`config.mk`:
```
export PLATFORM = sky130hd
export DESIGN_NAME = load_store_unit
export DESIGN_NICKNAME = d
export VERILOG_FILES = /design/src/rtl/load_store_unit.sv
export SDC_FILE = /design/constraint.sdc
export NUM_CORES = 1
export LEC_CHECK = 0
export ABC_AREA = 1
export CAP_MARGIN = 20
export CORE_UTILIZATION = 50
export CTS_BUF_LIST = sky130_fd_sc_hd__clkbuf_8 sky130_fd_sc_hd__clkbuf_16
export DETAILED_ROUTE_END_ITERATION = 12
export GPL_TIMING_DRIVEN = 0
export PLACE_DENSITY = 0.83
export RECOVER_POWER = 100
export SETUP_SLACK_MARGIN = 0.5
export SYNTH_ARGS = -nofsm -noshare
export SYNTH_HDL_FRONTEND = slang
export SYNTH_SLANG_ARGS = --single-unit
export TNS_END_PERCENT = 50
```
`constraint.sdc`:
```
create_clock -name clk -period 5 [get_ports clk]
set_input_delay 1.25 -clock clk [delete_from_list [all_inputs] [get_ports clk]]
set_output_delay 1.25 -clock clk [all_outputs]
set_load 0.03 [all_outputs]
```
`src/rtl/load_store_unit.sv`:
```
// Byte-addressed MIPS load/store front end for a word-addressed, big-endian data port.
// Sub-word stores use read-modify-write; every request ends in a one-cycle response pulse.
module load_store_unit #(
  parameter int unsigned MEM_WIDTH = 32,
  parameter int unsigned MEM_SIZE  = 256,
  localparam int unsigned AW       = $clog2(MEM_SIZE)
) (
  input  logic                 clk,
  input  logic                 reset,
  input  logic                 req_valid,
  output logic                 req_ready,
  input  logic                 req_write,
  input  logic [1:0]           req_size,
  input  logic                 req_unsigned,
  input  logic [31:0]          req_addr,
  input  logic [MEM_WIDTH-1:0] req_wdata,
  output logic                 resp_valid,
  output logic [MEM_WIDTH-1:0] resp_rdata,
  output logic                 resp_fault,
  output logic [AW-1:0]        mem_addr_data,
  output logic                 mem_read_en_data,
  output logic                 mem_write_en_data,
  output logic [MEM_WIDTH-1:0] mem_write_val_data,
  input  logic [MEM_WIDTH-1:0] mem_read_val_data
);

  typedef enum logic [1:0] {StIdle, StRd, StWr, StResp} state_e;

  state_e               r_state, w_state;
  logic                 r_write, w_write;
  logic [1:0]           r_size, w_size;
  logic                 r_uns, w_uns;
  logic [1:0]           r_off, w_off;
  logic [15:0]          r_wdata, w_wdata;
  logic [AW-1:0]        r_addr, w_addr;
  logic                 r_rd_en, w_rd_en;
  logic                 r_wr_en, w_wr_en;
  logic [MEM_WIDTH-1:0] r_wval, w_wval;
  logic [MEM_WIDTH-1:0] r_rdata, w_rdata;
  logic                 r_fault, w_fault;

  logic          w_req_fault;
  logic [AW-1:0] w_idx;
  logic          w_unused_addr;

  // Byte lane 0 is the most significant byte, hence the inverted offsets.
  function automatic logic [MEM_WIDTH-1:0] f_extract(input logic [MEM_WIDTH-1:0] word,
                                                     input logic [1:0] size,
                                                     input logic uns,
                                                     input logic [1:0] off);
    logic [7:0]  b;
    logic [15:0] h;
    b = word[{~off, 3'b000} +: 8];
    h = word[{~off[1], 4'b0000} +: 16];
    case (size)
      2'b00:   return {{24{b[7] & ~uns}}, b};
      2'b01:   return {{16{h[15] & ~uns}}, h};
      default: return word;
    endcase
  endfunction

  function automatic logic [MEM_WIDTH-1:0] f_merge(input logic [MEM_WIDTH-1:0] word,
                                                   input logic [15:0] wdata,
                                                   input logic [1:0] size,
                                                   input logic [1:0] off);
    logic [MEM_WIDTH-1:0] res;
    res = word;
    case (size)
      2'b00:   res[{~off, 3'b000} +: 8] = wdata[7:0];
      2'b01:   res[{~off[1], 4'b0000} +: 16] = wdata;
      default: res = word;
    endcase
    return res;
  endfunction

  assign w_idx         = req_addr[AW+1:2];
  assign w_unused_addr = ^req_addr[31:AW+2];
  assign w_req_fault   = (req_size == 2'b11) ||
                         (req_size == 2'b01 && req_addr[0]) ||
                         (req_size == 2'b10 && req_addr[1:0] != 2'b00);

  always_comb begin
    w_state = r_state;
    w_write = r_write;
    w_size  = r_size;
    w_uns   = r_uns;
    w_off   = r_off;
    w_wdata = r_wdata;
    w_rd_en = 1'b0;
    w_wr_en = 1'b0;
    w_addr  = r_addr;
    w_wval  = r_wval;
    w_rdata = r_rdata;
    w_fault = r_fault;
    unique case (r_state)
      StIdle: begin
        if (req_valid) begin
          w_write = req_write;
          w_size  = req_size;
          w_uns   = req_unsigned;
          w_off   = req_addr[1:0];
          w_wdata = req_wdata[15:0];
          w_fault = w_req_fault;
          w_rdata = '0;
          if (w_req_fault) begin
            w_state = StResp;
          end else if (req_write && req_size == 2'b10) begin
            w_state = StWr;
            w_wr_en = 1'b1;
            w_addr  = w_idx;
            w_wval  = req_wdata;
          end else begin
            w_state = StRd;
            w_rd_en = 1'b1;
            w_addr  = w_idx;
          end
        end
      end
      StRd: begin
        if (r_write) begin
          w_state = StWr;
          w_wr_en = 1'b1;
          w_wval  = f_merge(mem_read_val_data, r_wdata, r_size, r_off);
        end else begin
          w_state = StResp;
          w_rdata = f_extract(mem_read_val_data, r_size, r_uns, r_off);
        end
      end
      StWr:    w_state = StResp;
      StResp:  w_state = StIdle;
      default: w_state = StIdle;
    endcase
  end

  always_ff @(posedge clk or negedge reset) begin
    if (!reset) begin
      r_state <= StIdle;
      r_write <= 1'b0;
      r_size  <= 2'b00;
      r_uns   <= 1'b0;
      r_off   <= 2'b00;
      r_wdata <= '0;
      r_addr  <= '0;
      r_rd_en <= 1'b0;
      r_wr_en <= 1'b0;
      r_wval  <= '0;
      r_rdata <= '0;
      r_fault <= 1'b0;
    end else begin
      r_state <= w_state;
      r_write <= w_write;
      r_size  <= w_size;
      r_uns   <= w_uns;
      r_off   <= w_off;
      r_wdata <= w_wdata;
      r_addr  <= w_addr;
      r_rd_en <= w_rd_en;
      r_wr_en <= w_wr_en;
      r_wval  <= w_wval;
      r_rdata <= w_rdata;
      r_fault <= w_fault;
    end
  end

  assign req_ready          = (r_state == StIdle);
  assign resp_valid         = (r_state == StResp);
  assign resp_rdata         = r_rdata;
  assign resp_fault         = r_fault;
  assign mem_addr_data      = r_addr;
  assign mem_read_en_data   = r_rd_en;
  assign mem_write_en_data  = r_wr_en;
  assign mem_write_val_data = r_wval;

endmodule
```
==> results of run 1 <==
-- final cells by class --
| class | count | area, sq um | share of cell area (%) |
|---|---|---|---|
| buffer | 52 | 251.5 | 2.986 |
| clock buffer | 9 | 225.2 | 2.674 |
| clock inverter | 7 | 68.82 | 0.8170 |
| inverter | 94 | 355.3 | 4.219 |
| multi-input combinational | 731 | 3242 | 38.49 |
| sequential | 99 | 2477 | 29.41 |
| tap | 168 | 210.2 | 2.496 |
| timing repair buffer | 158 | 1593 | 18.91 |
-- flip-flops by register name, summed over array words and instances (netlist names) --
name and flops:
mem_write_val_data 32, resp_rdata 32, r_wdata 16, mem_addr_data 8, r_off 2, r_size 2
r_state 2, mem_read_en_data 1, mem_write_en_data 1, r_uns 1, r_write 1, resp_fault 1
-- worst max path at each step --
stage,start,end,slack [ns]
detailed placement,req_addr[0],mem_write_val_data[13]$_DFFE_PN0P_,1.96
CTS,r_state[0]$_DFFE_PN0P_,req_ready,1.76
floorplan,req_size[0],mem_write_val_data[3]$_DFFE_PN0P_,2.77
global placement,reset,mem_addr_data[7]$_DFFE_PN0P_,-0.91
finish,req_size[0],mem_write_val_data[13]$_DFFE_PN0P_,1.71
global route,reset,resp_rdata[12]$_DFFE_PN0P_,1.28
-- synth_stat cells (all sizes together) --
master,count
clkinv,1
a21oi,62
nand2,431
nand4,6
o221ai,1
a211oi,1
dfrtp,99
buf,31
nand3,86
or2,8
o211ai,21
o21ai,51
clkbuf,21
o22ai,1
inv,93
nor2,54
ha,9
-- power by group --
group / internal [uW] / switching (uW) / leakage (uW)
logic: 1190 / 2620 / 0.00300
registers: 1160 / 239 / 0.00126
clock network: 387 / 315 / 0.000147
total: 2740 / 3170 / 0.00441
-- worst max-delay path, cell delays in order --
cell,delay [ns]
sky130_fd_sc_hd__dlygate4sd3_1,0.56
sky130_fd_sc_hd__inv_1,0.08
sky130_fd_sc_hd__nand3_1,0.10
sky130_fd_sc_hd__nand2_1,0.08
sky130_fd_sc_hd__nand2_1,0.18
sky130_fd_sc_hd__nand2_1,0.21
sky130_fd_sc_hd__nand2_1,0.39
sky130_fd_sc_hd__clkbuf_1,0.52
sky130_fd_sc_hd__nand2_1,0.11
sky130_fd_sc_hd__nand2_1,0.11
-- stage by stage --
stage	worst slack [ns]	util, %
floorplan	2.767	-
global placement	-0.9126	66.78
detailed placement	1.959	66.99
CTS	1.758	69.40
global route	1.282	68.98
finish	1.710	68.98
-- logic make-up after synthesis --
kind of cell | after synthesis | synth area share (%)
flops | 99 | 38.87
fa+ha+maj | 9 | 1.767
compound gates | 137 | 11.94
buf+inv | 146 | 10.07
simple gates | 585 | 37.36
-- metal layers --
| layer | wire length, um | vias up | GRT usage (%) |
|---|---|---|---|
| li1 | - | 3415 | - |
| met1 | 9847 | 3295 | 50.51 |
| met2 | 10750 | 401 | 57.95 |
| met3 | 2259 | 56 | 6.800 |
| met4 | 803 | 0 | 16.71 |
| met5 | 0 | - | 0 |
==> flow_results.xml, run 1 <==
<?xml version="1.0" encoding="UTF-8"?>
<metrics>
  <group name="drt">
    <metric name="drt_iter0_drc" unit="">820</metric>
    <metric name="vias" unit="">7167</metric>
    <metric name="detail-route-antenna-nets" unit="">0</metric>
    <metric name="viasPerCell" unit="">5.438</metric>
    <metric name="routedWlPerCell" unit="um">17.95</metric>
    <metric name="detail_route.wirelength" unit="um">23660</metric>
    <metric name="drt_first_pass_iters" unit="">5</metric>
    <metric name="drc_violations" unit="">0</metric>
  </group>
  <group name="floorplanning">
    <metric name="die_w" unit="um">114.9</metric>
    <metric name="fp.dieArea" unit="sq um">13200</metric>
    <metric name="design.portCount" unit="">180</metric>
    <metric name="floorplan.die.height" unit="um">114.9</metric>
    <metric name="floorplan.initialDensity" unit="%">52.19</metric>
    <metric name="num_rows" unit="">40</metric>
    <metric name="core_area" unit="sq um">12210</metric>
  </group>
  <group name="clocking">
    <metric name="root_buffer_cell" unit="">sky130_fd_sc_hd__clkbuf_16</metric>
    <metric name="cts_buffers" unit="">9</metric>
    <metric name="tritoncts_num_sinks" unit="">99</metric>
    <metric name="post_cts_resize_count" unit="">0</metric>
    <metric name="clock_latency_reported_for_the_late_side_of_the_worst_skew_pair" unit="ns">0.36</metric>
    <metric name="cts_tree" unit="">yes</metric>
    <metric name="clock_input_transition_at_the_sequential_cells_of_the_worst_setup_and_hold_paths" unit="ns">0.07</metric>
    <metric name="cts.repair_timing.setup_buffer_count" unit="">0</metric>
    <metric name="cts_hold_buffers" unit="">0</metric>
    <metric name="clock_path_buffers" unit="">2</metric>
    <metric name="ctsHtreeMaxLevel" unit="">3</metric>
  </group>
  <group name="critical_path">
    <metric name="cp_arrival" unit="ns">3.58</metric>
    <metric name="critical_path.endpoint_type" unit="">flop</metric>
    <metric name="required" unit="ns">5.29</metric>
    <metric name="crit_path_start_kind" unit="">input pin</metric>
    <metric name="timing.rr.end" unit="">mem_write_val_data[13]$_DFFE_PN0P_</metric>
    <metric name="rrSetupSlack" unit="ns">2.35</metric>
    <metric name="timing.reg2reg.worst_path_depth" unit="">11</metric>
    <metric name="critical_path.reg2reg.startpoint" unit="">r_state[0]$_DFFE_PN0P_</metric>
    <metric name="top_fanout_value_on_the_critical_path" unit="">10</metric>
    <metric name="critical_path_class" unit="">in2reg</metric>
  </group>
  <group name="cells_and_area">
    <metric name="finalInstanceArea" unit="sq um">8423</metric>
    <metric name="flow.area_growth_from_synthesis" unit="%">32.16</metric>
    <metric name="final_nets" unit="">1257</metric>
    <metric name="post_layout_nonfiller_instances" unit="">1318</metric>
    <metric name="most_common_library_cell_in_the_layout_ignoring_fill_and_taps" unit="">sky130_fd_sc_hd__nand2_1</metric>
    <metric name="mostFrequentLayoutCells" unit="">sky130_fd_sc_hd__nand2_1 (426), sky130_fd_sc_hd__dfrtp_1 (99), sky130_fd_sc_hd__inv_1 (88), sky130_fd_sc_hd__nand3_1 (85), sky130_fd_sc_hd__dlygate4sd3_1 (79)</metric>
    <metric name="insertedDiodeCount" unit="">0</metric>
    <metric name="fillCellCount" unit="">1127</metric>
    <metric name="fraction_of_final_layout_cells_with_drive_strength_greater_than_1" unit="%">5.304</metric>
  </group>
  <group name="synthesis">
    <metric name="postSynthRegisterBits" unit="">99</metric>
    <metric name="yosys.area.top_type_share" unit="%">38.87</metric>
    <metric name="postSynthAreaPerCell" unit="sq um">6.530</metric>
    <metric name="synthesis.nets" unit="">1088</metric>
    <metric name="synth_warnings" unit="">0</metric>
    <metric name="synth.cell_area" unit="sq um">6374</metric>
    <metric name="post-synth-top-area-cell" unit="">sky130_fd_sc_hd__dfrtp_1</metric>
    <metric name="ys_seq_area_share" unit="%">38.87</metric>
    <metric name="ys_top_cells_by_area" unit="">sky130_fd_sc_hd__dfrtp_1 (39%), sky130_fd_sc_hd__nand2_1 (25%), sky130_fd_sc_hd__nand3_1 (6.7%), sky130_fd_sc_hd__inv_1 (5.1%), sky130_fd_sc_hd__a21oi_1 (4.7%)</metric>
    <metric name="yosysUniqueCellTypes" unit="">29</metric>
    <metric name="postSynthCellCount" unit="">976</metric>
  </group>
  <group name="run">
    <metric name="maxCapViolations" unit="">1</metric>
  </group>
  <group name="sta">
    <metric name="final-hold-violation-count" unit="">0</metric>
    <metric name="timing_worst_slew_pin_value" unit="ns">2.656</metric>
    <metric name="holdWs" unit="ns">0.4713</metric>
    <metric name="rsz0062_at_grt" unit="">false</metric>
    <metric name="max-slew-margin-rel" unit="%">-77.09</metric>
    <metric name="fin_setup_tns" unit="ns">0</metric>
    <metric name="finalClockSkew" unit="ns">0.007980</metric>
    <metric name="setup_viol" unit="">0</metric>
    <metric name="fmax" unit="MHz">303.9</metric>
    <metric name="final_min_period_over_clock_period" unit="%">65.80</metric>
    <metric name="post_layout_minimum_cycle_time" unit="ns">3.290</metric>
    <metric name="slew_viol_final" unit="">50</metric>
  </group>
  <group name="hold_path">
    <metric name="worstHoldPathType" unit="">reg2reg</metric>
    <metric name="hold-path-cell-count" unit="">2</metric>
    <metric name="worstHoldStart" unit="">resp_rdata[29]$_DFFE_PN0P_</metric>
    <metric name="min_to" unit="">resp_rdata[29]$_DFFE_PN0P_</metric>
  </group>
  <group name="place">
    <metric name="dp_hpwl" unit="um">18350</metric>
    <metric name="finalWeightedCongestion" unit="">0.9779</metric>
    <metric name="place_area" unit="sq um">8180</metric>
    <metric name="post-place-cells" unit="">1302</metric>
    <metric name="placement.io_buffers" unit="">157</metric>
  </group>
  <group name="global_route">
    <metric name="globalRouteTotalUtil" unit="%">37.17</metric>
    <metric name="grt_antenna_before_repair" unit="">0</metric>
    <metric name="grt_pass1_vias" unit="">6803</metric>
    <metric name="grt.overflow.total" unit="">0</metric>
    <metric name="grt_first_pass_wirelength" unit="um">36380</metric>
    <metric name="largest_net_degree_at_the_start_of_global_routing" unit="">51</metric>
  </group>
  <group name="power">
    <metric name="ir_drop" unit="V">0.0003493</metric>
    <metric name="p_leak" unit="uW">0.004406</metric>
    <metric name="p_total" unit="uW">5914</metric>
    <metric name="power-per-cell-area" unit="nW/um^2">702.1</metric>
  </group>
  <group name="status">
    <metric name="failed_checks" unit="">max-capacitance violations, max-slew violations</metric>
    <metric name="outcome" unit="">finished, violations left</metric>
  </group>
</metrics>
No activity file was read; power rests on OpenSTA's default activity.
==> inputs of run 2 (changes only) <==
--- a/config.mk
+++ b/config.mk
@@ -7,11 +7,11 @@
 export LEC_CHECK = 0
 export ABC_AREA = 1
 export CAP_MARGIN = 20
-export CORE_UTILIZATION = 50
+export CORE_UTILIZATION = 49
 export CTS_BUF_LIST = sky130_fd_sc_hd__clkbuf_8 sky130_fd_sc_hd__clkbuf_16
 export DETAILED_ROUTE_END_ITERATION = 12
 export GPL_TIMING_DRIVEN = 0
-export PLACE_DENSITY = 0.83
+export PLACE_DENSITY = 0.82
 export RECOVER_POWER = 100
 export SETUP_SLACK_MARGIN = 0.5
 export SYNTH_ARGS = -nofsm -noshare
==> constraint.sdc (replaced) <==
create_clock -name clk -period 3.4 [get_ports clk]
set_input_delay 0.85 -clock clk [delete_from_list [all_inputs] [get_ports clk]]
set_output_delay 0.85 -clock clk [all_outputs]
set_load 0.03 [all_outputs]
==> flow_results.xml, run 2 (synthesized netlist as in run 1, its figures left out) <==
<?xml version="1.0" encoding="UTF-8"?>
<metrics>
  <group name="sta">
    <metric name="timing_worst_slew_pin_value" unit="ns">1.274</metric>
    <metric name="setup_slack" unit="ns">0.5267</metric>
    <metric name="finalClockSkew" unit="ns">0.01058</metric>
    <metric name="slew_viol_final" unit="">0</metric>
    <metric name="max-slew-margin-rel" unit="%">15.05</metric>
    <metric name="fmax" unit="MHz">348.0</metric>
    <metric name="fin_setup_tns" unit="ns">0</metric>
    <metric name="rsz0062_at_grt" unit="">false</metric>
    <metric name="final-hold-violation-count" unit="">0</metric>
    <metric name="final_min_period_over_clock_period" unit="%">84.51</metric>
    <metric name="post_layout_minimum_cycle_time" unit="ns">2.873</metric>
    <metric name="setup_viol" unit="">0</metric>
  </group>
  <group name="place">
    <metric name="placement.io_buffers" unit="">157</metric>
    <metric name="post-place-ws" unit="ns">0.7533</metric>
    <metric name="place_area" unit="sq um">8185</metric>
    <metric name="finalWeightedCongestion" unit="">0.9749</metric>
    <metric name="dp_hpwl" unit="um">18030</metric>
  </group>
  <group name="clocking">
    <metric name="cts_tree" unit="">yes</metric>
    <metric name="ctsHtreeMaxLevel" unit="">3</metric>
    <metric name="cts.repair_timing.setup_buffer_count" unit="">0</metric>
    <metric name="clock_input_transition_at_the_sequential_cells_of_the_worst_setup_and_hold_paths" unit="ns">0.07</metric>
    <metric name="root_buffer_cell" unit="">sky130_fd_sc_hd__clkbuf_16</metric>
    <metric name="post_cts_resize_count" unit="">0</metric>
    <metric name="clock_path_buffers" unit="">2</metric>
    <metric name="cts_hold_buffers" unit="">0</metric>
    <metric name="clock_latency_reported_for_the_late_side_of_the_worst_skew_pair" unit="ns">0.36</metric>
    <metric name="tritoncts_num_sinks" unit="">99</metric>
    <metric name="cts_buffers" unit="">9</metric>
  </group>
  <group name="cells_and_area">
    <metric name="most_common_library_cell_in_the_layout_ignoring_fill_and_taps" unit="">sky130_fd_sc_hd__nand2_1</metric>
    <metric name="final_nets" unit="">1257</metric>
    <metric name="flow.area_growth_from_synthesis" unit="%">31.57</metric>
    <metric name="fraction_of_final_layout_cells_with_drive_strength_greater_than_1" unit="%">5.130</metric>
    <metric name="mostFrequentLayoutCells" unit="">sky130_fd_sc_hd__nand2_1 (429), sky130_fd_sc_hd__dfrtp_1 (99), sky130_fd_sc_hd__inv_1 (88), sky130_fd_sc_hd__nand3_1 (85), sky130_fd_sc_hd__dlygate4sd3_1 (80)</metric>
    <metric name="insertedDiodeCount" unit="">0</metric>
    <metric name="finalInstanceArea" unit="sq um">8386</metric>
  </group>
  <group name="floorplanning">
    <metric name="fp.dieArea" unit="sq um">13470</metric>
    <metric name="core_area" unit="sq um">12670</metric>
    <metric name="floorplan.initialDensity" unit="%">50.30</metric>
    <metric name="floorplan.die.height" unit="um">116.1</metric>
    <metric name="design.portCount" unit="">180</metric>
    <metric name="num_rows" unit="">41</metric>
    <metric name="die_w" unit="um">116.1</metric>
  </group>
  <group name="drt">
    <metric name="detailroute.wirelength.met2" unit="um">10320</metric>
    <metric name="detail-route-antenna-nets" unit="">0</metric>
    <metric name="routedWlPerCell" unit="um">17.45</metric>
    <metric name="detail_route.wirelength" unit="um">23070</metric>
    <metric name="m1WireLength" unit="um">9824</metric>
    <metric name="drt_first_pass_iters" unit="">5</metric>
    <metric name="met3RoutedLength" unit="um">2158</metric>
    <metric name="drt_iter0_drc" unit="">851</metric>
    <metric name="highest-signal-layer" unit="">met4</metric>
    <metric name="vias" unit="">7127</metric>
    <metric name="viasPerCell" unit="">5.391</metric>
    <metric name="drc_violations" unit="">0</metric>
  </group>
  <group name="power">
    <metric name="switching_fraction_of_total_power" unit="%">53.53</metric>
    <metric name="p_leak" unit="uW">0.004392</metric>
    <metric name="power.share.sequential" unit="%">23.8</metric>
    <metric name="ir_drop" unit="V">0.0006640</metric>
    <metric name="power-per-cell-area" unit="nW/um^2">1030</metric>
    <metric name="combinationalPowerShare" unit="%">64.2</metric>
    <metric name="switchingPower" unit="uW">4625</metric>
    <metric name="clock_power_share" unit="%">12.0</metric>
    <metric name="power.internal" unit="uW">4016</metric>
  </group>
  <group name="hold_path">
    <metric name="worstHoldPathType" unit="">reg2reg</metric>
  </group>
  <group name="status">
    <metric name="outcome" unit="">finished clean</metric>
  </group>
  <group name="critical_path">
    <metric name="crit_chain" unit="">dlygate4sd3_1 -&gt; inv_1 -&gt; nand3_1 -&gt; nand2_1 -&gt; nand2_1 -&gt; nand2_1 -&gt; nand2_1 -&gt; clkbuf_1 -&gt; nand2_1 -&gt; nand2_1</metric>
    <metric name="top_fanout_value_on_the_critical_path" unit="">10</metric>
    <metric name="slowest_cell_delay_on_critical_path" unit="ns">0.54</metric>
    <metric name="path_delay_family" unit="">simple AND/OR/NAND/NOR gates</metric>
    <metric name="slowest_cell_on_the_critical_path" unit="">sky130_fd_sc_hd__dlygate4sd3_1</metric>
    <metric name="path_common_cell" unit="">sky130_fd_sc_hd__nand2_1</metric>
    <metric name="cp_arrival" unit="ns">3.18</metric>
    <metric name="critical_path_class" unit="">in2reg</metric>
    <metric name="crit_path_start_kind" unit="">input pin</metric>
    <metric name="critical_path.endpoint_type" unit="">flop</metric>
    <metric name="required" unit="ns">3.70</metric>
    <metric name="worst-path-buf-inv" unit="">3</metric>
  </group>
  <group name="global_route">
    <metric name="largest_net_degree_at_the_start_of_global_routing" unit="">52</metric>
    <metric name="grt.overflow.total" unit="">0</metric>
    <metric name="grt_first_pass_wirelength" unit="um">35340</metric>
    <metric name="grt_antenna_before_repair" unit="">0</metric>
    <metric name="grt_pass1_vias" unit="">6577</metric>
    <metric name="globalRouteTotalUtil" unit="%">35.54</metric>
  </group>
  <group name="run">
    <metric name="maxCapViolations" unit="">0</metric>
  </group>
</metrics>
[run 2: cell count changes in the layout (fill, tap and decap cells not counted), sizes merged]
| cell | change |
|---|---|
| clkbuf | +1 |
| clkdlybuf4s50 | -1 |
| dlygate4sd3 | +1 |
| buf | -1 |
[run 2: worst paths after layout]
path | cells past startpoint | endpoint | from | slack [ns]
min in group asynchronous | 1 | mem_write_val_data[22]$_DFFE_PN0P_ | reset | 0.69
worst min-delay path | 2 | mem_addr_data[0]$_DFFE_PN0P_ | mem_addr_data[0]$_DFFE_PN0P_ | 0.47
worst max-delay path | 10 | mem_write_val_data[31]$_DFFE_PN0P_ | req_size[0] | 0.53
worst max register to register | 11 | mem_write_val_data[31]$_DFFE_PN0P_ | r_state[0]$_DFFE_PN0P_ | 0.74
worst min register to register | 2 | mem_addr_data[0]$_DFFE_PN0P_ | mem_addr_data[0]$_DFFE_PN0P_ | 0.47
max in group asynchronous | 2 | mem_addr_data[7]$_DFFE_PN0P_ | reset | 0.88
[run 2: area by class of cell]
cell class,instances,area [sq um]
Buffer,52,247.7
Clock buffer,9,225.2
Clock inverter,7,68.82
Fill cell,1215,4285
Inverter,94,355.3
Multi-Input combinational cell,731,3224
Sequential cell,99,2477
Tap cell,172,215.2
Timing Repair Buffer,158,1572
[run 2: metal layers]
| layer | track usage, % | vias to the layer above |
|---|---|---|
| li1 | - | 3416 |
| met1 | 50.08 | 3274 |
| met2 | 54.56 | 386 |
| met3 | 5.596 | 51 |
| met4 | 14.36 | 0 |
| met5 | 0 | - |
[run 2: power by group through the flow]
stage / registers, uW / logic [uW] / clock network (uW)
6_report: 2060 / 5550 / 1040
3_3_place_gp: 2060 / 5640 / 0
4_1_cts: 2060 / 5740 / 1040
3_5_place_dp: 2070 / 5710 / 0
2_1_floorplan: 2740 / 2970 / 0
5_1_grt: 2110 / 6050 / 1080
[run 2: tightest hold or removal path, cell delays in order, from the launching register on]
cell and delay (ns):
sky130_fd_sc_hd__dfrtp_1 0.34, sky130_fd_sc_hd__nand2_1 0.05, sky130_fd_sc_hd__nand2_1 0.05
[run 2: through the flow]
step	total power [uW]	hold slack, ns	utilization (%)	std cells
2_1_floorplan	5713	0.4697	-	976
3_3_place_gp	7707	0.4621	64.40	1305
3_5_place_dp	7781	0.4645	64.60	1306
4_1_cts	8847	0.4818	66.92	1322
5_1_grt	9248	0.4849	66.18	1322
6_report	8641	0.4725	66.18	1322
==> inputs of run 3 (changes only) <==
==> constraint.sdc (replaced) <==
create_clock -name clk -period 2.97 [get_ports clk]
set_input_delay 0.7425 -clock clk [delete_from_list [all_inputs] [get_ports clk]]
set_output_delay 0.7425 -clock clk [all_outputs]
set_load 0.03 [all_outputs]
==> flow_results.xml, run 3 (synthesized netlist as in run 1, its figures left out) <==
<?xml version="1.0" encoding="UTF-8"?>
<metrics>
  <group name="status">
    <metric name="outcome" unit="">finished clean</metric>
  </group>
  <group name="cells_and_area">
    <metric name="multi_input_area" unit="sq um">3243</metric>
    <metric name="insertedDiodeCount" unit="">0</metric>
    <metric name="flow.area_growth_from_synthesis" unit="%">32.80</metric>
    <metric name="fillCellCount" unit="">1195</metric>
    <metric name="regArea" unit="sq um">2480</metric>
    <metric name="post-route-util" unit="%">66.80</metric>
    <metric name="mostFrequentLayoutCells" unit="">sky130_fd_sc_hd__nand2_1 (426), sky130_fd_sc_hd__dfrtp_1 (97), sky130_fd_sc_hd__inv_1 (89), sky130_fd_sc_hd__nand3_1 (85), sky130_fd_sc_hd__clkdlybuf4s50_1 (79)</metric>
    <metric name="fraction_of_final_layout_cells_with_drive_strength_greater_than_1" unit="%">6.000</metric>
    <metric name="final_nets" unit="">1257</metric>
    <metric name="most_common_library_cell_in_the_layout_ignoring_fill_and_taps" unit="">sky130_fd_sc_hd__nand2_1</metric>
    <metric name="post_layout_nonfiller_instances" unit="">1322</metric>
  </group>
  <group name="global_route">
    <metric name="grt_first_pass_wirelength" unit="um">35340</metric>
    <metric name="grt_antenna_before_repair" unit="">0</metric>
    <metric name="grt_pass1_vias" unit="">6577</metric>
    <metric name="globalRouteTotalUtil" unit="%">35.54</metric>
    <metric name="largest_net_degree_at_the_start_of_global_routing" unit="">52</metric>
    <metric name="grt.overflow.total" unit="">0</metric>
  </group>
  <group name="place">
    <metric name="post-place-cells" unit="">1306</metric>
    <metric name="finalWeightedCongestion" unit="">0.9749</metric>
    <metric name="placement.io_buffers" unit="">157</metric>
    <metric name="dp_hpwl" unit="um">18030</metric>
  </group>
  <group name="sta">
    <metric name="rsz0062_at_grt" unit="">true</metric>
    <metric name="fmax" unit="MHz">385.0</metric>
    <metric name="timing_worst_slew_pin_value" unit="ns">1.196</metric>
    <metric name="slew_viol_final" unit="">0</metric>
    <metric name="max-slew-margin-rel" unit="%">20.28</metric>
    <metric name="final-hold-violation-count" unit="">0</metric>
    <metric name="setup_viol" unit="">0</metric>
    <metric name="fin_setup_tns" unit="ns">0</metric>
    <metric name="final_min_period_over_clock_period" unit="%">87.46</metric>
    <metric name="post_layout_minimum_cycle_time" unit="ns">2.598</metric>
    <metric name="holdWs" unit="ns">0.4731</metric>
    <metric name="finalClockSkew" unit="ns">0.009750</metric>
  </group>
  <group name="critical_path">
    <metric name="critical_path.endpoint_type" unit="">flop</metric>
    <metric name="critical_path.reg2reg.startpoint" unit="">r_state[1]$_DFFE_PN0P_</metric>
    <metric name="top_fanout_value_on_the_critical_path" unit="">10</metric>
    <metric name="critical_path_class" unit="">reg2reg</metric>
    <metric name="cp_arrival" unit="ns">2.85</metric>
    <metric name="timing.critical_path.from" unit="">r_state[1]$_DFFE_PN0P_</metric>
    <metric name="crit_path_start_kind" unit="">flop</metric>
    <metric name="required" unit="ns">3.23</metric>
  </group>
  <group name="clocking">
    <metric name="cts_tree" unit="">yes</metric>
    <metric name="ctsHtreeMaxLevel" unit="">3</metric>
    <metric name="clock_latency_reported_for_the_late_side_of_the_worst_skew_pair" unit="ns">0.36</metric>
    <metric name="cts_buffers" unit="">9</metric>
    <metric name="clock_input_transition_at_the_sequential_cells_of_the_worst_setup_and_hold_paths" unit="ns">0.07</metric>
    <metric name="tritoncts_num_sinks" unit="">99</metric>
    <metric name="root_buffer_cell" unit="">sky130_fd_sc_hd__clkbuf_16</metric>
    <metric name="cts.repair_timing.setup_buffer_count" unit="">0</metric>
    <metric name="clock_path_buffers" unit="">2</metric>
  </group>
  <group name="floorplanning">
    <metric name="die_w" unit="um">116.1</metric>
    <metric name="fp.dieArea" unit="sq um">13470</metric>
    <metric name="num_rows" unit="">41</metric>
    <metric name="core_area" unit="sq um">12670</metric>
    <metric name="design.portCount" unit="">180</metric>
    <metric name="floorplan.die.height" unit="um">116.1</metric>
    <metric name="floorplan.initialDensity" unit="%">50.30</metric>
  </group>
  <group name="run">
    <metric name="maxCapViolations" unit="">0</metric>
  </group>
  <group name="drt">
    <metric name="viasPerCell" unit="">5.368</metric>
    <metric name="drt_first_pass_iters" unit="">6</metric>
    <metric name="drc_violations" unit="">0</metric>
    <metric name="detail_route.wirelength" unit="um">23110</metric>
    <metric name="detail-route-antenna-nets" unit="">0</metric>
    <metric name="drt_iter0_drc" unit="">835</metric>
    <metric name="routedWlPerCell" unit="um">17.48</metric>
    <metric name="vias" unit="">7096</metric>
  </group>
  <group name="power">
    <metric name="power.share.sequential" unit="%">23.5</metric>
    <metric name="clock_power_share" unit="%">11.8</metric>
    <metric name="power-per-cell-area" unit="nW/um^2">1183</metric>
    <metric name="switching_fraction_of_total_power" unit="%">53.12</metric>
    <metric name="power.internal" unit="uW">4692</metric>
    <metric name="p_total" unit="uW">10010</metric>
    <metric name="switchingPower" unit="uW">5317</metric>
    <metric name="combinationalPowerShare" unit="%">64.6</metric>
    <metric name="ir_drop" unit="V">0.0007624</metric>
    <metric name="p_leak" unit="uW">0.004438</metric>
  </group>
  <group name="hold_path">
    <metric name="worstHoldStart" unit="">mem_addr_data[0]$_DFFE_PN0P_</metric>
    <metric name="worstHoldPathType" unit="">reg2reg</metric>
  </group>
</metrics>
run 3: changes by cell type in the layout (fill, tap and decap cells not counted), moves of 3 or more:
cell | previous run | this run
sky130_fd_sc_hd__dlygate4sd3_1 | 80 | 76
sky130_fd_sc_hd__o21ai_0 | 51 | 48
sky130_fd_sc_hd__nand2_4 | 0 | 3
sky130_fd_sc_hd__o21ai_1 | 0 | 3
sky130_fd_sc_hd__clkdlybuf4s50_1 | 76 | 79
sky130_fd_sc_hd__clkbuf_1 | 28 | 21
sky130_fd_sc_hd__nand2_1 | 429 | 426
sky130_fd_sc_hd__buf_6 | 2 | 6
run 3: metrics by stage:
step | area, sq um | setup WS [ns]
6_report | 8464 | 0.3725
5_1_grt | 8464 | 0.2846
4_1_cts | 8478 | 0.4587
3_5_place_dp | 8185 | 0.4308
3_3_place_gp | 8160 | -2.394
2_1_floorplan | 6374 | 1.037
run 3: cell type report:
type | instances | area share, %
plain buffers | 52 | 3.356
clock buffers | 9 | 2.661
clock inverters | 7 | 0.8130
inverters | 94 | 4.198
multi-input cells | 731 | 38.31
flip-flops and latches | 99 | 29.30
well taps | 172 | 2.542
repair buffers | 158 | 18.82
run 3: what timing repair did:
action,CTS,global route
resized for setup,1,7
setup endpoints to repair,2,17
pin swaps,0,0
hold buffers,0,0
run 3: path summary, 6_finish.rpt:
path / to / slack [ns] / cells after the start
setup / recovery: mem_write_val_data[31]$_DFFE_PN0P_ / 0.37 / 11
hold / removal: mem_addr_data[0]$_DFFE_PN0P_ / 0.47 / 2
setup reg to reg: mem_write_val_data[31]$_DFFE_PN0P_ / 0.37 / 11
hold reg to reg: mem_addr_data[0]$_DFFE_PN0P_ / 0.47 / 2
max in group asynchronous: r_off[0]$_DFFE_PN0P_ / 1.50 / 2
min in group asynchronous: mem_write_val_data[22]$_DFFE_PN0P_ / 0.62 / 1
run 3: power groups by stage:
stage          clock network [uW]  registers [uW]  logic, uW
2_1_floorplan                   0            3140       3400
3_3_place_gp                    0            2360       6460
3_5_place_dp                    0            2370       6530
4_1_cts                      1190            2360       6570
5_1_grt                      1240            2420       7040
6_report                     1190            2360       6470
run 3: critical path, cell delays in order (launching register included):
cell                       delay, ns
sky130_fd_sc_hd__dfrtp_1        0.40
sky130_fd_sc_hd__inv_1          0.10
sky130_fd_sc_hd__ha_1           0.14
sky130_fd_sc_hd__clkbuf_1       0.42
sky130_fd_sc_hd__inv_1          0.30
sky130_fd_sc_hd__a21oi_1        0.31
sky130_fd_sc_hd__nand2_1        0.23
sky130_fd_sc_hd__inv_2          0.15
sky130_fd_sc_hd__nand2_4        0.12
sky130_fd_sc_hd__buf_6          0.19
sky130_fd_sc_hd__nand2_1        0.07
sky130_fd_sc_hd__nand2_1        0.06
run 3: metal layers:
metal  GRT usage [%]  part of all wire [%]  vias up
met5               0                     0        -
met4           14.36                   3.3        0
met3           5.596                   9.2       46
met2           54.56                    45      378
met1           50.08                    43     3259
li1                -                     -     3413
==> edit 1: new RTL, config.mk and constraints of run 1 <==
Encoding of `state_e`: now Gray code (2 bits for 4 states).
--- a/src/rtl/load_store_unit.sv
+++ b/src/rtl/load_store_unit.sv
@@ -24,7 +24,7 @@
   input  logic [MEM_WIDTH-1:0] mem_read_val_data
 );
 
-  typedef enum logic [1:0] {StIdle, StRd, StWr, StResp} state_e;
+  typedef enum logic [1:0] {StIdle = 2'b00, StRd = 2'b01, StWr = 2'b11, StResp = 2'b10} state_e;
 
   state_e               r_state, w_state;
   logic                 r_write, w_write;
Function: no difference found for any inputs over 4 cycles, from zero or initial values and one cycle with reset low; so few cycles prove little.
==> edit 1 against run 1 <==
The run still ends with capacitance limit, slew limit left. Hold slack got worse by 0.0094 ns. Setup slack better by 0.072 ns. Clock skew is 0.0011 ns higher. Sequential cell count is the same. Routed wire length fell by 11%. Total power shrank 8.9%. Design area down 1.6%. Non-clock buffer count is the same. Fmax rose by 2.2%. First-iteration DRC count fell by 16%. Die area fell by 1.9%. Area after synthesis decreased by 1.9%. Largest cell class unchanged. Largest power group unchanged.
==> edit 1: results (changes against run 1) <==
* Clock root buffer: clkbuf_16
* Diode count at 0 (unchanged)
* Synth top cells by count: nand2_1 (372), dfrtp_1 (99), nand3_1 (83)
* First-pass DRT Iterations at 5 (unchanged)
* First-pass GRT wire length at 33.5 mm (-8.0%)
* Synth cell types at 26 (-10%)
* CTS Buffer Depth at 2 (unchanged)
* CP max FO at 10 (unchanged)
* HPWL after DPL at 16.2 mm (-12%)
* Worst Hold Class: flip-flop to flip-flop
* Setup bufs post-CTS at 0 (unchanged)
* Max_cap viols at 1 (unchanged)
* Initial antenna violation count at 0 (unchanged)
* VDD IR max at 0.444 mV (+27%)
* Synthesized net count at 1037 (-4.7%)
* Critical Path AT at 3.51 ns (-0.07 ns)
* Clk slew on worst S/H paths at 0.07 ns (about the same)
* Post-cts sizing count at 0 (unchanged)
* Total number of yosys warnings at 0 (unchanged)
* I/O Buffers at 157 (unchanged)
* Clock latency on the worst-skew pair at 0.36 ns (about the same)
* Total Wirelength at 21.0 mm (-11%)
* Via density at 5.33 (-1.9%)
* Outcome: finished with violations
* Gr usage total at 34.0% (-3.1 points)
* Inserted Clock Buffers at 9 (unchanged)
* Drt initial violations at 687 (-16%)
* Synth area leaders: dfrtp_1 (40%), nand2_1 (22%), nand3_1 (6.6%)
* Failing checks: capacitance limit, slew limit
* Number of global-route vias before repair at 6398 (-6.0%)
* FILL cells at 1108 (-1.7%)
* Slew Viols, Final at 45 (-10%)
* Fin. Hold Viols at 0 (unchanged)
* Placer Congestion at 0.963 (-1.6%)
* Leak at 4.19 nW (-5.0%)
* CTS H-tree depth at 3 (unchanged)
* Layout cells sized above 1 at 6.62% (+1.3 points)
* Worst-margin pin slew at 2.48 ns (-0.174 ns)
* Post-place setup slack at 2.09 ns (+0.129 ns)
* Register area share after synthesis at 39.6% (+0.76 points)
* NumNets Final at 1206 (-4.1%)
* Post-synth ARST share at 100% (unchanged)
* Final setup skew at 0.00908 ns (+0.00110 ns)
* Largest net degree at the start of global routing at 56 (+9.8%)
edit 1: changes by cell type in the layout (fill, tap and decap cells not counted), sizes merged, moves of 2 or more:
cell and delta:
a21oi +8, clkinv -2, ha -4, inv -19, nand2 -54, nand3 -2
nand4 +17, nor2 -2, o211ai -3, o21ai +5, or2 +8
edit 1: kinds of logic (layout without fill, tap and decap cells):
group | after synthesis | in the layout | synth area share (%)
simple gates | 553 | 553 | 38.0
compound gates | 145 | 145 | 12.4
buf+inv | 127 | 301 | 8.97
flops | 99 | 99 | 39.6
fa+ha+maj | 5 | 5 | 1.00
edit 1: stage by stage:
step	area (µm²)	util, %	std cells
after floorplan	6250	-	929
after global placement	8030	66.3	1254
after detailed placement	8060	66.5	1255
after CTS	8370	69.1	1271
after global routing	8290	68.4	1271
final	8290	68.4	1271
edit 1: worst paths after layout:
path | end | slack (ns) | cells after the start | startpoint
worst max-delay path | mem_write_val_data[13]$_DFFE_PN0P_ | 1.78 | 8 | req_valid
worst min-delay path | mem_addr_data[7]$_DFFE_PN0P_ | 0.46 | 2 | mem_addr_data[7]$_DFFE_PN0P_
worst max register to register | mem_write_val_data[13]$_DFFE_PN0P_ | 2.36 | 11 | r_off[1]$_DFFE_PN0P_
worst min register to register | mem_addr_data[7]$_DFFE_PN0P_ | 0.46 | 2 | mem_addr_data[7]$_DFFE_PN0P_
max in group asynchronous | mem_write_val_data[17]$_DFFE_PN0P_ | 1.94 | 1 | reset
min in group asynchronous | resp_rdata[0]$_DFFE_PN0P_ | 1.66 | 1 | reset
edit 1: layout make-up:
type,count,area share [%]
buffer,52,2.87
clock buffer,11,3.05
clock inverter,5,0.725
inverter,75,3.40
multi-input combinational,703,38.3
sequential,99,29.9
tap,168,2.54
timing repair buffer,158,19.2
edit 1: layer usage:
| metal | part of all wire (%) | GRT usage [%] | up-vias |
|---|---|---|---|
| li1 | - | - | 3324 |
| met1 | 44 | 46.0 | 3097 |
| met2 | 46 | 53.9 | 311 |
| met3 | 7.0 | 6.59 | 45 |
| met4 | 3.4 | 13.8 | 0 |
| met5 | 0 | 0 | - |
edit 1: power breakdown:
group          switching (mW)  internal (mW)  total [mW]
registers               0.298           1.17        1.47
logic                    2.14           1.05        3.19
clock network           0.312          0.417       0.729
total                    2.75           2.63        5.39
edit 1: critical path: stages:
cell and delay [ns]:
dlygate4sd3_1 0.59, nand2_1 0.22, inv_1 0.21, nand4_2 0.09, nand2_1 0.28, clkbuf_1 0.51
nand3_1 0.24, nand2_1 0.11
==> edit 2: new RTL, config.mk and constraints of run 1 <==
Made on the original files. Change the parameter `MEM_SIZE` from 256 to 128.
--- a/src/rtl/load_store_unit.sv
+++ b/src/rtl/load_store_unit.sv
@@ -2,7 +2,7 @@
 // Sub-word stores use read-modify-write; every request ends in a one-cycle response pulse.
 module load_store_unit #(
   parameter int unsigned MEM_WIDTH = 32,
-  parameter int unsigned MEM_SIZE  = 256,
+  parameter int unsigned MEM_SIZE  = 128,
   localparam int unsigned AW       = $clog2(MEM_SIZE)
 ) (
   input  logic                 clk,
Interface: changed (resized mem_addr_data); port bits go from 180 to 179. The function was not compared with the original's and may differ.
==> edit 2 against run 1 <==
The run still ends with capacitance limit, slew limit left. Sequential share of layout area up 0.12 points. Clock power rose by 2%. Clock skew up 0.00088 ns. Total power fell by 0.69%. Hold slack worse by 0.0024 ns. Design area decreased by 1.4%. Sequential cell count down 1. Setup slack lost 0.34 ns. First-iteration DRC count shrank 14%. Routed wire length is 12% lower. Area after synthesis decreased by 2.0%. Critical endpoint is now mem_write_val_data[7]$_DFFE_PN0P_.
==> edit 2: results (changes against run 1) <==
* Outcome: finished with violations
* Failing checks: capacitance limit, slew limit
* CLK BUF at 10 (+1)
* Largest net degree at the start of global routing at 53 (+3.9%)
* Synth top cells by count: nand2_1 (347), dfrtp_1 (98), inv_1 (83)
* Slew headroom at -77.7% (-0.62 points)
* Placed insts at 1245 (-4.4%)
* Drt initial violations at 705 (-14%)
* Via count at 6818 (-4.9%)
* Non-clock buffers, area share at 22.0% (+0.057 points)
* Top delay family on crit path: buffers and inverters
* Via density at 5.41 (-0.57%)
* Gr usage total at 34.0% (-3.2 points)
* Final setup skew at 0.00886 ns (+0.000878 ns)
* Signal inverters at 87 (-7.4%)
* DR WL met2 at 8.98 mm (-17%)
* Slew Viols, Final at 47 (-6.0%)
* Grt met2 use at 51.0% (-7.0 points)
* First-pass DRT Iterations at 6 (+1)
* VDD IR max at 0.404 mV (+16%)
* Multi-input logic area at 3180 µm² (-1.9%)
* Synthesized net count at 1033 (-5.1%)
* Non-Clock Buffer Count at 205 (-2.4%)
* Clock buf/inv share at 3.66% (+0.17 points)
* WHS at 0.469 ns (-0.00239 ns)
* Area post-placement at 8030 µm² (-1.8%)
* HPWL after DPL at 16.0 mm (-13%)
* PD cells at 707 nW/µm² (+0.73%)
* Layout cells sized above 1 at 6.50% (+1.2 points)
* Number of global-route vias before repair at 6331 (-6.9%)
* Reg2reg path depth at 10 (-1)
* Die area at 12900 µm² (-1.9%)
* Met1 Use GR at 47.2% (-3.4 points)
* Multi-input gate count at 687 (-6.0%)
* DRT met1 WL at 8.82 mm (-10%)
* Cell count after synthesis at 921 (-5.6%)
* Worst Setup SP: req_valid
* Max_cap viols at 1 (unchanged)
* I/O Buffers at 155 (-1.3%)
* Met3 wire length at 2.04 mm (-9.7%)
* Fmax at 276 MHz (-9.3%)
-- edit 2: cell count changes in the layout (fill, tap and decap cells not counted), moves of 4 or more --
cell              run 1  this run
nand4_1               6         0
nand3_1              85        61
nor2_1               53        68
o21ai_0              50        84
nand3_2               1        10
o21ai_1               1         5
nand2_1             426       348
o2111ai_1             0         6
inv_1                88        83
-- edit 2: kinds of logic (layout without fill, tap and decap cells) --
group / after synthesis / after routing / synth area share, %
compound gates: 173 / 173 / 15.1
fa+ha+maj: 9 / 9 / 1.80
flops: 98 / 98 / 39.3
buf+inv: 136 / 308 / 9.59
simple gates: 505 / 505 / 34.2
-- edit 2: worst min-delay path, stage by stage (launching register included) --
cell	delay, ns
dfrtp_1	0.34
nand2_1	0.05
nand2_1	0.04
-- edit 2: power by group --
part | total, mW | switching (mW) | internal [mW]
Sequential | 1.44 | 0.268 | 1.18
Combinational | 3.71 | 2.49 | 1.22
Clock | 0.716 | 0.313 | 0.402
Total | 5.87 | 3.08 | 2.80
